**config.mk**
```make
export PLATFORM = sky130hd
export DESIGN_NAME = serdes_seq_ctrl
export DESIGN_NICKNAME = d
export VERILOG_FILES = /design/src/rtl/serdes_seq_ctrl.sv
export SDC_FILE = /design/constraint.sdc
export NUM_CORES = 1
export LEC_CHECK = 0
export CAP_MARGIN = 20
export CORE_MARGIN = 1
export CORE_UTILIZATION = 44
export DETAILED_ROUTE_END_ITERATION = 6
export PLACE_DENSITY = 0.9
export SYNTH_ARGS = -nofsm -noshare
export SYNTH_HDL_FRONTEND = slang
export SYNTH_SLANG_ARGS = --single-unit
```
**constraint.sdc**
```tcl
create_clock -name clk -period 3.9 [get_ports clk]
set_input_delay 0.39 -clock clk [delete_from_list [all_inputs] [get_ports clk]]
set_output_delay 0.39 -clock clk [all_outputs]
set_load 0.01 [all_outputs]
```
**src/rtl/serdes_seq_ctrl.sv**
```systemverilog
// Sequencer sharing one SERDES shift datapath between a TX byte
// requester and an RX frame requester, with round-robin arbitration.
module serdes_seq_ctrl #(
  parameter int WIDTH      = 8,
  parameter int GAP_CYCLES = 1
) (
  input  logic             clk,
  input  logic             rst_n,
  input  logic             tx_valid,
  input  logic [WIDTH-1:0] tx_data,
  output logic             tx_ready,
  output logic             tx_done,
  input  logic             rx_req,
  output logic             rx_gnt,
  output logic             rx_valid,
  output logic [WIDTH-1:0] rx_data,
  output logic             sd_load,
  output logic [WIDTH-1:0] sd_par_out,
  output logic             sd_ser_en,
  output logic             sd_par_en,
  input  logic [WIDTH-1:0] sd_par_in,
  output logic             busy
);

  localparam int CW = (WIDTH > 1) ? $clog2(WIDTH) : 1;
  localparam int GW = (GAP_CYCLES > 1) ? $clog2(GAP_CYCLES) : 1;
  localparam logic [CW-1:0] CNT_LAST = CW'(WIDTH - 1);
  localparam logic [GW-1:0] GAP_LAST =
    (GAP_CYCLES > 0) ? GW'(GAP_CYCLES - 1) : '0;

  localparam logic [2:0] IDLE     = 3'd0;
  localparam logic [2:0] LOAD     = 3'd1;
  localparam logic [2:0] SHIFT_TX = 3'd2;
  localparam logic [2:0] SHIFT_RX = 3'd3;
  localparam logic [2:0] CAPTURE  = 3'd4;
  localparam logic [2:0] GAP      = 3'd5;

  // With no gap configured a finished frame returns straight to IDLE
  localparam logic [2:0] POST = (GAP_CYCLES > 0) ? GAP : IDLE;

  logic [2:0]       state;
  logic [CW-1:0]    cnt;
  logic [GW-1:0]    gap_cnt;
  logic             last_rx;
  logic             rx_valid_q;
  logic [WIDTH-1:0] rx_data_q;
  logic [WIDTH-1:0] par_out_q;
  logic             grant_tx;
  logic             grant_rx;
  logic             cnt_last;

  assign cnt_last = (cnt == CNT_LAST);

  // Round-robin: on a tie the side that did not win last time goes
  always_comb begin
    grant_tx = 1'b0;
    grant_rx = 1'b0;
    if (state == IDLE) begin
      grant_tx = tx_valid & (~rx_req | last_rx);
      grant_rx = rx_req & (~tx_valid | ~last_rx);
    end
  end

  always_ff @(posedge clk or negedge rst_n) begin
    if (!rst_n) begin
      state      <= IDLE;
      cnt        <= '0;
      gap_cnt    <= '0;
      last_rx    <= 1'b1;
      rx_valid_q <= 1'b0;
      rx_data_q  <= '0;
      par_out_q  <= '0;
    end else begin
      rx_valid_q <= 1'b0;
      unique case (state)
        IDLE: begin
          if (grant_tx) begin
            par_out_q <= tx_data;
            last_rx   <= 1'b0;
            state     <= LOAD;
          end else if (grant_rx) begin
            last_rx <= 1'b1;
            cnt     <= '0;
            state   <= SHIFT_RX;
          end
        end
        LOAD: begin
          cnt   <= '0;
          state <= SHIFT_TX;
        end
        SHIFT_TX: begin
          if (cnt_last) begin
            cnt     <= '0;
            gap_cnt <= '0;
            state   <= POST;
          end else begin
            cnt <= cnt + 1'b1;
          end
        end
        SHIFT_RX: begin
          if (cnt_last) begin
            cnt   <= '0;
            state <= CAPTURE;
          end else begin
            cnt <= cnt + 1'b1;
          end
        end
        CAPTURE: begin
          rx_data_q  <= sd_par_in;
          rx_valid_q <= 1'b1;
          gap_cnt    <= '0;
          state      <= POST;
        end
        GAP: begin
          if (gap_cnt == GAP_LAST) begin
            state <= IDLE;
          end else begin
            gap_cnt <= gap_cnt + 1'b1;
          end
        end
        default: state <= IDLE;
      endcase
    end
  end

  assign tx_ready   = grant_tx;
  assign rx_gnt     = grant_rx;
  assign tx_done    = (state == SHIFT_TX) & cnt_last;
  assign rx_valid   = rx_valid_q;
  assign rx_data    = rx_data_q;
  assign sd_load    = (state == LOAD);
  assign sd_ser_en  = (state == SHIFT_TX);
  assign sd_par_en  = (state == SHIFT_RX);
  assign sd_par_out = par_out_q;
  assign busy       = (state != IDLE);

endmodule

```
==> key figures <==
Detailed routing
  – Drt via density: 5.17
  – Routed wl met3: 115 um
  – DRT iter0 DRCs: 5
  – DR vias: 749
  – DRC viols: 0
  – Wire per inst: 15.4 um
  – Routed Antenna Nets: 0
  – Met2 wire len: 1280 um
  – Top sig layer: met4
  – Final wirelength: 2230 um
  – DRT met1 WL: 822 um
  – 1st-pass router iterations: 4

Worst setup path
  – Crit path from: state[0]
  – Worst setup SP type: flip-flop
  – Critical path's slowest cell: dfrtp_1
  – Crit path arrival time: 1.98 ns
  – Crit-path max cell delay: 0.53 ns
  – Buf+Inv Stages, Crit Path: 2
  – Worst path cell trace: nor3_4 > nand3_4 > inv_1 > clkdlybuf4s50_1
  – Largest fanout on the critical path: 9
  – Top cell family by delay on the critical path: buffers and inverters
  – Worst endpoint required time: 3.51 ns
  – Crit Path Category: reg -> out
  – Reg2reg start: state[0]
  – Worst setup EP type: output pin

Pwr
  – PwrDens: 642 nW/um^2
  – Leakage power: 0.674 nW
  – Power consumption: 990 uW
  – Peak VDD IR: 0.384 mV

Logic synthesis
  – Top area cells in the synthesized netlist: dfrtp_1 (56%), mux2_2 (19%), nor3_4 (3.2%), dfstp_2 (2.5%), ha_1 (2.4%)
  – Synth Net Count: 93
  – Mapped Area: 1030 um^2
  – Ys Warns: 0
  – Synth unique cells: 24
  – Synth Instances: 71
  – Yosys reg bits: 24
  – Cell taking the most area after synthesis: dfrtp_1
  – Syn Area/Cell: 14.5 um^2
  – Sequential area share after synthesis: 0.584
  – Post-synth top area share: 0.558

Clock tree
  – Post-CTS setup buffer count: 0
  – CTS max path bufs: 2
  – CTS root buffer: clkbuf_4
  – Worst-path clk slew: 0.13 ns
  – Hold_buf cts: 0
  – Sink Count: 24
  – PostCTS Resize Cnt: 0
  – CTS tree: done
  – # H-tree levels: 1
  – Num CTS Buffers: 3
  – Clk_lat worst skew: 0.31 ns

Place
  – DP Area: 1480 um^2
  – RePlAce Congestion: 0.732
  – DP Wirelength: 1720 um
  – Port Buf Inserts: 43
  – Placed insts: 140

Floorplanning
  – Die width: 50.4 um
  – Die H: 50.4 um
  – Initial Utilization: 0.466
  – Core area: 2210 um^2
  – Cell row count: 17
  – Boundary Pins: 44
  – Die footprint: 2540 um^2

Final layout
  – Ant diodes: 0
  – Layout Cells excl Fill: 145
  – Layout cells sized above 1: 0.231
  – Area of the multi-input gates: 399 um^2
  – Fillers: 176
  – Fin nets: 140
  – Register area: 602 um^2
  – Synth-to-Final Area Change: 49.5%
  – Post-layout instance area: 1540 um^2

Job
  – MaxCap Viol Count: 0

Timing
  – F_max: 0.421 GHz
  – Unrepaired setup endpoints after global routing: no
  – Rel. slew slack: 0.676
  – Final Hold Fails: 0
  – Final Setup Violations: 0
  – Fin crit period: 2.37 ns
  – Worst-Margin Slew: 0.482 ns
  – Setup tns final: 0 ns
  – Final worst path period share: 0.608
  – Final Max Slew Viols: 0
  – Final hold slack: 0.380 ns
  – Clock skew: 0.00162 ns

Run status
  – Status: completed

Global route
  – Global-route wire length before repair: 3540 um
  – Grt ovf: 0
  – Largest net degree at the start of global routing: 25
  – Vias in the first global route: 813
  – GRT Total Usage: 0.194
  – Initial antenna violation count: 0

Min path
  – Min-delay worst type: in -> async
path summary, 6_finish.rpt:
kind                                      end  slack (ns)  cells after the start
worst min-delay path            sd_par_out[6]        0.38                      1
worst max-delay path                 tx_ready        1.53                      4
worst max register to register     rx_data[4]        2.38                      2
min in group clk                sd_par_out[3]        0.52                      1
worst min register to register  sd_par_out[3]        0.52                      1
max in group asynchronous             last_rx        3.00                      2
per-stage QoR:
step                       util  worst slack, ns
after floorplan               -             2.49
after global placement    0.668             1.71
after detailed placement  0.668             1.54
after CTS                 0.684             1.51
after global routing      0.697             1.39
final                     0.697             1.53
power breakdown:
group	internal [mW]	total, mW	leakage [nW]	switching [mW]
logic	0.272	0.440	0.349	0.168
clock network	0.0570	0.131	0.0210	0.0739
registers	0.344	0.420	0.303	0.0754
total	0.673	0.990	0.674	0.317
cell type report:
cell class	count	area share
flip-flops and latches	24	0.390
repair buffers	44	0.297
multi-input cells	42	0.259
clock buffers	4	0.0235
well taps	28	0.0227
inverters	3	0.00731
sequential cells by signal, indices dropped and copies added, names as in the netlist:
name        cells
state           3
sd_par_out      8
cnt             3
rx_valid        1
rx_data         8
last_rx         1
layout by cell type (no fill, tap or decap), types with 2 or more instances in the layout:
cell type	count
clkdlybuf4s50_1	43
clkbuf_4	3
dfrtp_1	23
a22o_1	2
nor2_1	2
and2_1	3
nor3_4	2
a21oi_1	2
inv_1	2
mux2_2	17
nand2b_1	2
ha_1	2
layer usage:
metal	vias to the layer above	global-route usage
met4	0	0.0694
met2	21	0.349
met5	-	0
li1	344	-
met1	382	0.212
met3	2	0.0606
synthesized netlist by cell type:
cell type and n:
a21boi_0 1, a21o_1 1, a21oi_1 2, a22o_1 2, a31oi_1 1, and2_1 3
and2b_1 1, buf_4 1, buf_6 1, dfrtp_1 23, dfstp_2 1, ha_1 2
inv_1 2, inv_2 1, mux2_2 17, nand2b_1 2, nand3_4 1, nor2_1 2
nor3_1 1, nor3_4 2, nor3b_1 1, o31ai_1 1, o32ai_1 1, xnor2_1 1
worst reg2reg max path: stages (launching register included):
cell and delay [ns]:
dfrtp_1 0.53, nor3_4 0.49, mux2_2 0.40
kinds of logic (layout without fill, tap and decap cells):
family / count (synthesis) / in the layout / share of synthesized area
flops: 24 / 24 / 0.584
mux: 17 / 17 / 0.186
simple gates: 13 / 13 / 0.106
compound gates: 9 / 9 / 0.0631
buf+inv: 5 / 51 / 0.0291
fa+ha+maj: 2 / 2 / 0.0243
xor+xnor: 1 / 1 / 0.00850
Power figures use the tool's default switching activity.
